===== src/rtl/fcseq_pkg.sv =====
// fcseq_pkg: shared FSM encoding, accumulator default and 16-bit saturation limits
// for the fully-connected layer sequencer.
package fcseq_pkg;
    localparam logic [2:0] S_IDLE  = 3'd0;
    localparam logic [2:0] S_MAC   = 3'd1;
    localparam logic [2:0] S_DRAIN = 3'd2;
    localparam logic [2:0] S_OUT   = 3'd3;
    localparam logic [2:0] S_DONE  = 3'd4;
    localparam int ACC_WIDTH_DEF = 24;
    localparam logic signed [15:0] SAT_MAX = 16'sh7FFF;
    localparam logic signed [15:0] SAT_MIN = 16'sh8000;
endpackage


===== src/rtl/fcseq_mac.sv =====
// fcseq_mac: signed multiply, bias-load/accumulate and 16-bit saturation of one neuron.
// Optional ReLU on the saturated result when FCSEQ_RELU_EN is defined.
module fcseq_mac
    import fcseq_pkg::*;
#(
    parameter int DW        = 8,
    parameter int ACC_WIDTH = ACC_WIDTH_DEF
) (
    input  logic          clk,
    input  logic          rst,
    input  logic          i_vld,
    input  logic          i_first,
    input  logic [DW-1:0] i_act,
    input  logic [DW-1:0] i_wt,
    input  logic [15:0]   i_bias,
    output logic [15:0]   o_res
);
    logic signed [2*DW-1:0]    w_prod;
    logic signed [ACC_WIDTH-1:0] w_prod_x, w_bias_x, w_max, w_min, r_acc;
    logic [15:0]               w_sat;

    assign w_prod   = $signed(i_act) * $signed(i_wt);
    assign w_prod_x = ACC_WIDTH'(w_prod);
    assign w_bias_x = ACC_WIDTH'($signed(i_bias));
    assign w_max    = ACC_WIDTH'(SAT_MAX);
    assign w_min    = ACC_WIDTH'(SAT_MIN);
    assign w_sat    = r_acc > w_max ? SAT_MAX : r_acc < w_min ? SAT_MIN : r_acc[15:0];

`ifdef FCSEQ_RELU_EN
    assign o_res = w_sat[15] ? 16'd0 : w_sat;
`else
    assign o_res = w_sat;
`endif

    // The first valid product of a neuron replaces the old sum with the bias.
    always_ff @(posedge clk or posedge rst) begin
        if (rst)
            r_acc <= '0;
        else if (i_vld)
            r_acc <= (i_first ? w_bias_x : r_acc) + w_prod_x;
    end
endmodule


===== src/rtl/fc_sequencer.sv =====
// fc_sequencer: walks a fully-connected layer neuron by neuron, streaming activations,
// weights and bias into fcseq_mac and handing each result off over valid/ready.
// Build option: FCSEQ_RELU_EN clamps negative results to zero.
module fc_sequencer
    import fcseq_pkg::*;
#(
    parameter int DATAWIDTH_BUS = 8,
    parameter int N_IN          = 16,
    parameter int N_OUT         = 10,
    parameter int ACC_WIDTH     = ACC_WIDTH_DEF
) (
    input  logic                             FCSEQ_CLOCK_50,
    input  logic                             FCSEQ_RESET_InHigh,
    input  logic                             FCSEQ_Start,
    output logic [$clog2(N_IN)-1:0]          FCSEQ_InAddr,
    input  logic [DATAWIDTH_BUS-1:0]         FCSEQ_InBUS,
    output logic [$clog2(N_IN*N_OUT)-1:0]    FCSEQ_WAddr,
    input  logic [DATAWIDTH_BUS-1:0]         FCSEQ_WBUS,
    output logic [$clog2(N_OUT)-1:0]         FCSEQ_BAddr,
    input  logic [15:0]                      FCSEQ_BBUS,
    output logic                             FCSEQ_RdEn,
    output logic [15:0]                      FCSEQ_OutBUS,
    output logic [$clog2(N_OUT)-1:0]         FCSEQ_OutIdx,
    output logic                             FCSEQ_OutValid,
    input  logic                             FCSEQ_OutReady,
    output logic                             FCSEQ_Busy,
    output logic                             FCSEQ_Done
);
    localparam int IW = $clog2(N_IN);
    localparam int WW = $clog2(N_IN * N_OUT);
    localparam int OW = $clog2(N_OUT);

    logic [2:0]    r_state;
    logic [IW-1:0] r_i;
    logic [OW-1:0] r_j;
    logic          r_vld, r_first;
    logic          w_last_i, w_last_j;
    logic [15:0]   w_res;

    assign w_last_i       = r_i == IW'(N_IN - 1);
    assign w_last_j       = r_j == OW'(N_OUT - 1);
    assign FCSEQ_RdEn     = r_state == S_MAC;
    assign FCSEQ_InAddr   = r_i;
    assign FCSEQ_WAddr    = WW'(32'(r_j) * N_IN + 32'(r_i));
    assign FCSEQ_BAddr    = r_j;
    assign FCSEQ_OutValid = r_state == S_OUT;
    assign FCSEQ_OutIdx   = r_j;
    assign FCSEQ_OutBUS   = FCSEQ_OutValid ? w_res : 16'd0;
    assign FCSEQ_Busy     = r_state != S_IDLE;
    assign FCSEQ_Done     = r_state == S_DONE;

    always_ff @(posedge FCSEQ_CLOCK_50 or posedge FCSEQ_RESET_InHigh) begin
        if (FCSEQ_RESET_InHigh) begin
            r_state <= S_IDLE;
            r_i     <= '0;
            r_j     <= '0;
            r_vld   <= 1'b0;
            r_first <= 1'b0;
        end else begin
            // Memories answer one cycle after the address, so data qualifiers lag RdEn.
            r_vld   <= FCSEQ_RdEn;
            r_first <= FCSEQ_RdEn && r_i == '0;
            case (r_state)
                S_IDLE: if (FCSEQ_Start) begin
                    r_state <= S_MAC;
                    r_i     <= '0;
                    r_j     <= '0;
                end
                S_MAC: begin
                    r_i     <= w_last_i ? '0 : r_i + 1'b1;
                    r_state <= w_last_i ? S_DRAIN : S_MAC;
                end
                S_DRAIN: r_state <= S_OUT;
                S_OUT: if (FCSEQ_OutReady) begin
                    r_state <= w_last_j ? S_DONE : S_MAC;
                    r_j     <= w_last_j ? r_j : r_j + 1'b1;
                    r_i     <= '0;
                end
                S_DONE: begin
                    r_state <= S_IDLE;
                    r_j     <= '0;
                end
                default: r_state <= S_IDLE;
            endcase
        end
    end

    fcseq_mac #(
        .DW        (DATAWIDTH_BUS),
        .ACC_WIDTH (ACC_WIDTH)
    ) u_mac (
        .clk     (FCSEQ_CLOCK_50),
        .rst     (FCSEQ_RESET_InHigh),
        .i_vld   (r_vld),
        .i_first (r_first),
        .i_act   (FCSEQ_InBUS),
        .i_wt    (FCSEQ_WBUS),
        .i_bias  (FCSEQ_BBUS),
        .o_res   (w_res)
    );
endmodule


===== config.mk =====
export PLATFORM = sky130hd
export DESIGN_NAME = fc_sequencer
export DESIGN_NICKNAME = d
export VERILOG_FILES = /design/src/rtl/fcseq_pkg.sv /design/src/rtl/fcseq_mac.sv /design/src/rtl/fc_sequencer.sv
export SDC_FILE = /design/constraint.sdc
export NUM_CORES = 1
export LEC_CHECK = 0
export ABC_AREA = 1
export CAP_MARGIN = 20
export CORE_MARGIN = 4
export CORE_UTILIZATION = 35
export CTS_CLUSTER_DIAMETER = 100
export DETAILED_ROUTE_END_ITERATION = 10
export DONT_BUFFER_PORTS = 1
export GPL_TIMING_DRIVEN = 0
export SYNTH_ARGS = -nofsm -noshare
export SYNTH_HDL_FRONTEND = slang
export SYNTH_SLANG_ARGS = --single-unit

===== constraint.sdc =====
create_clock -name FCSEQ_CLOCK_50 -period 11.02 [get_ports FCSEQ_CLOCK_50]
set_input_delay 2.755 -clock FCSEQ_CLOCK_50 [delete_from_list [all_inputs] [get_ports FCSEQ_CLOCK_50]]
set_output_delay 2.755 -clock FCSEQ_CLOCK_50 [all_outputs]
set_load 0.01 [all_outputs]

; Word level (Yosys, flattened, before mapping)
; Cells that the tools add are included.
[op_classes]
addsub = 4
mul = 1
magnitude_cmp = 2
eq_ne = 9
n_mux = 16
reduce_logical = 9
[ops]
columns = cell, count
row1 = 2-to-1 mux 16 bit, 3
row2 = adder 24 x 16 -> 24 bit, 1
row3 = greater-than comparator 24 x 16 -> 1 bit (second input constant), 1
row4 = < comparator 24 x 16 -> 1 bit (second input constant), 1
row5 = 2-to-1 mux 24 bit, 1
row6 = case mux 4 bit (3 select lines), 2
row7 = 2-to-1 mux 4 bit, 5
row8 = multiplier 8 x 8 -> 16 bit, 1
row9 = case mux 3 bit (4 select lines), 1
row10 = 2-to-1 mux 3 bit, 3
row11 = nonzero test 3 bit, 3
row12 = adder 4 x 1 -> 4 bit (second input constant), 2
row13 = adder 8 x 4 -> 8 bit, 1
row14 = equality test 4 bit (second input constant), 2
row15 = equality test 3 x 2 -> 1 bit (second input constant), 2
row16 = logical NOT 4 bit, 1
row17 = inequality test 2 bit (second input constant), 2
row18 = AND reduction 4 bit, 1
row19 = equality test 3 x 1 -> 1 bit (second input constant), 1
row20 = equality test 3 bit (second input constant), 1
row21 = logical NOT 3 bit, 1
row22 = AND reduction 3 bit, 1
row23 = 2-to-1 mux 2 bit, 1
row24 = inequality test 2 x 1 -> 1 bit (second input constant), 1
row25 = 2 further kinds, 2
[word_totals]
register_bits = 37
input_bits = 36
output_inout_bits = 40
wordCells = 47

; Depth between registers and ports, before layout
[logic_depth]
depth_word = 4
mapped_depth = 25
mapped_depth_nobuf = 24

; Cells and area by module
; Synthesis repeated with hierarchy kept, for this count alone.
[unflattened]
cells_unflattened = 916
area_unflattened_um2 = 6849.1
[by_module_without_submodules]
columns = mod, instances, cells_each, area_per_inst_um2, seq_area_each_um2
row1 = fcseq_mac, 1, 774, 5890.6, 600.6
row2 = fc_sequencer, 1, 142, 958.4, 325.3

; Worst setup path after synthesis
; Ideal clock, no wire load.
[synth_timing]
path_kind = input port to flip-flop
from = in FCSEQ_WBUS[0]
to = reg u_mac.r_acc[15]
setup_ps = 118
arrival_ps = 7430
t_required_ps = 10902
path_slack_ps = 3472
cell_stages = 17
path_buffers = 1
cell_sequence = clkbuf_1 nand2_1 fa_1 inv_1 fa_1 fa_1 fa_1 fa_1 ha_1 nand2_1 nor2_1 and2_1 nand2_1 nand3_1 or2_2 nand3_1 nand2_1
[synth_via]
elab_chain_cells = 2
[synth_lines]
columns = element, line
row1 = start: declaration, fc_sequencer.sv:18  ; input logic [DATAWIDTH_BUS-1:0] FCSEQ_WBUS,
row2 = multiplier 8 x 8 -> 16 bit, fcseq_mac.sv:22  ; assign w_prod = $signed(i_act) * $signed(i_wt);
row3 = adder 24 x 16 -> 24 bit, fcseq_mac.sv:40  ; r_acc <= (i_first ? w_bias_x : r_acc) + w_prod_x;
row4 = end signal: assignment, fcseq_mac.sv:40
row5 = end: declaration, fcseq_mac.sv:19  ; logic signed [ACC_WIDTH-1:0] w_prod_x, w_bias_x, w_max, w_min, r_acc;
; Every way passes these cells.
; A chain may end at the register's enable or synchronous reset.

; Worst setup path after layout
[layout_timing]
from = in FCSEQ_WBUS[2]
to = reg u_mac.r_acc[14]
; Same word-level chain as after synthesis.

==> flow_metrics.py <==
metrics = {
    "yosys": {
        "async_flop_share_pct": 100.0,
        "syn_inst": 867,
        "yosysMostFrequentCell": "nand2_1",
        "synth_top_cell_area_share_pct": 31.22,
        "synth_nets": 1065,
        "synth_area_um2": 6669,
        "synth.avg_cell_area_um2": 7.692,
        "synth_ff_type": "dfrtp_1",
        "ys_ff_latch": 37,
        "netlist.top_cell.by_area": "fa_1",
        "synth_edf_count": 0,
        "ys_seq_area_share_pct": 13.88,
        "ys_types": 39,
        "ys.warnings.count": 0,
        "netlist_top_cells_count": "nand2_1, inv_1, fa_1",
        "synth_area_leaders": "fa_1, dfrtp_1, nand2_1, ha_1, inv_1",
    },
    "finish": {
        "finalNetCount": 1074,
        "drive_above_1_share_pct": 5.473,
        "final_area_um2": 7163,
        "n_antenna_cell": 0,
        "area_growth_pct": 7.411,
    },
    "worst_setup_path": {
        "critPathLaunchType": "primary input",
        "crit_family": "adder cells",
        "path_buf_inv": 5,
        "path_cells": "clkbuf_1 > nand2_1 > inv_1 > fa_1 > inv_1 > fa_1 > inv_1 > fa_1 > fa_1 > ha_1 > ha_1 > a21oi_1 > inv_1 > a21oi_1 > nand3_1 > or2_1 > nand3_1 > o21ai_1",
        "slowest_stage": "fa_1",
        "endpoint_kind": "register",
        "critPathMaxFanout": 8,
        "crit_arrival_ns": 7.74,
        "cp_slowest_stage_delay_ns": 0.61,
        "required_ns": 11.17,
        "worstSetupPathType": "in -> reg",
    },
    "grt": {
        "grt_use_total_pct": 15.38,
        "grt_max_degree": 38,
        "grt_pass1_vias": 5530,
        "antenna_found_initial": 0,
        "grt_pass1_wl_mm": 27.53,
        "overflow": 0,
    },
    "die": {
        "die_h_um": 146.0,
        "die_area_um2": 21330,
        "initial_utilization_pct": 35.65,
        "ios": 76,
        "die_w_um": 146.0,
        "core.rowCount": 50,
        "core_area_um2": 18710,
    },
    "sta": {
        "setup_tns_ns": 0,
        "rsz0062_at_grt": "no",
        "slew_headroom_pct": 46.96,
        "max_freq_ghz": 0.1316,
        "worstMarginPinSlew_ns": 0.7945,
        "worst_slack_ns": 3.424,
        "finClkSkew_ns": 0.009209,
        "finalHoldViolCount": 0,
        "finalCritPeriodShare_pct": 68.93,
        "slew_viol_final": 0,
        "setup_viol": 0,
        "min_period_ns": 7.596,
    },
    "place": {
        "dp_hpwl_mm": 13.65,
        "place_ws_ns": 3.014,
        "postPlaceCellArea_um2": 7017,
        "gp_congestion": 0.8881,
        "portBuffers": 0,
    },
    "route": {
        "wl_mm": 15.54,
        "wl_per_cell_um": 13.98,
        "first_iter_violations": 239,
        "vias_per_cell": 4.734,
        "first_pass_iters": 5,
        "vias": 5259,
        "drc_errors": 0,
        "ant_nets": 0,
    },
    "min_path": {
        "hold_path.class": "reg -> reg",
    },
    "clock_network": {
        "cts_buffers": 5,
        "cts_tree": "done",
        "clock-sinks": 37,
        "cts-resized-gates": 0,
        "clk_latency_ns": 0.29,
        "post_cts_buffers": 0,
        "cts_root_buf": "clkbuf_16",
        "h-tree-depth": 2,
        "cts_hold_buf": 0,
        "path_clk_slew_ns": 0.06,
        "cts_max_path_buffers": 2,
    },
    "flow_run": {
        "maxCapViolCount": 0,
    },
    "outcome": {
        "status": "finished clean",
    },
}
==> worst min-delay path: stages (launching register included) <==
cell	delay, ns
dfrtp_1	0.35
nand2_1	0.05
o21ai_0	0.06
==> kinds of logic after synthesis <==
family / count (synthesis) / share of synthesized area, %
XOR/XNOR: 7 / 0.9193
AND/OR/NAND/NOR: 339 / 21.52
adder cells (fa/ha/maj): 162 / 42.10
AO/OA/AOI/OAI: 91 / 7.861
flip-flops: 37 / 13.88
buffers and inverters: 231 / 13.71
==> metal layers <==
metal	track usage (%)	routed length [um]	vias to the layer above
li1	-	-	2634
met1	21.10	7121	2526
met3	1.397	531	8
met5	0	0	-
met4	2.258	147	0
met2	27.19	7735	91
==> placed cells by master, fill, tap and decap left out, types with 2 or more instances in the layout <==
master / count
clkbuf_16: 5
clkinv_1: 2
nand3b_1: 4
or2_2: 6
xor2_1: 3
a21oi_1: 30
a21oi_2: 2
inv_2: 4
buf_2: 2
o31ai_1: 2
fa_1: 104
nand2_4: 2
buf_4: 12
o21ai_0: 46
nor2_2: 2
o21bai_1: 2
ha_1: 58
o21ai_2: 2
buf_16: 2
nand2_2: 2
dfrtp_1: 37
xnor2_1: 4
inv_1: 188
nand2_1: 215
nand4_1: 8
and2_1: 2
nand3_1: 51
nor3_1: 2
nor2_1: 41
clkbuf_1: 23
==> path summary, 6_finish.rpt <==
check / start / to / slack (ns) / cells after the start
max: FCSEQ_WBUS[2] / u_mac.r_acc[14] / 3.42 / 18
min: u_mac.r_acc[8] / u_mac.r_acc[8] / 0.50 / 2
max reg2reg: r_first / u_mac.r_acc[16] / 5.63 / 22
min reg2reg: u_mac.r_acc[8] / u_mac.r_acc[8] / 0.50 / 2
max in group asynchronous: FCSEQ_RESET_InHigh / u_mac.r_acc[6] / 8.01 / 1
min in group asynchronous: FCSEQ_RESET_InHigh / u_mac.r_acc[15] / 2.50 / 1
==> area by class of cell <==
type / instances / area [um2]
buffer: 37 / 186.4
clock buffer: 5 / 125.1
clock inverter: 3 / 21.27
fill: 1917 / 11540
inverter: 194 / 728.2
multi-input combinational: 599 / 4828
sequential: 37 / 925.9
tap: 234 / 292.8
timing repair buffer: 2 / 55.05
==> registers in the layout, summed over array words and instances (netlist names) <==
| register | count |
|---|---|
| r_state | 3 |
| r_vld | 1 |
| u_mac.r_acc | 24 |
| FCSEQ_BAddr | 4 |
| r_first | 1 |
| FCSEQ_InAddr | 4 |
==> stage by stage <==
stage | cells | util (%) | hold slack (ns)
6_report | 1111 | 38.29 | 0.5023
5_1_grt | 1111 | 38.29 | 0.5360
4_1_cts | 1111 | 38.29 | 0.4984
3_5_place_dp | 1103 | 37.51 | 0.4852
3_3_place_gp | 1101 | 37.22 | 0.4744
2_1_floorplan | 867 | - | 0.4530
Power is not shown: default switching activity piles up to over one toggle a cycle in this logic, so the estimate is an artifact.
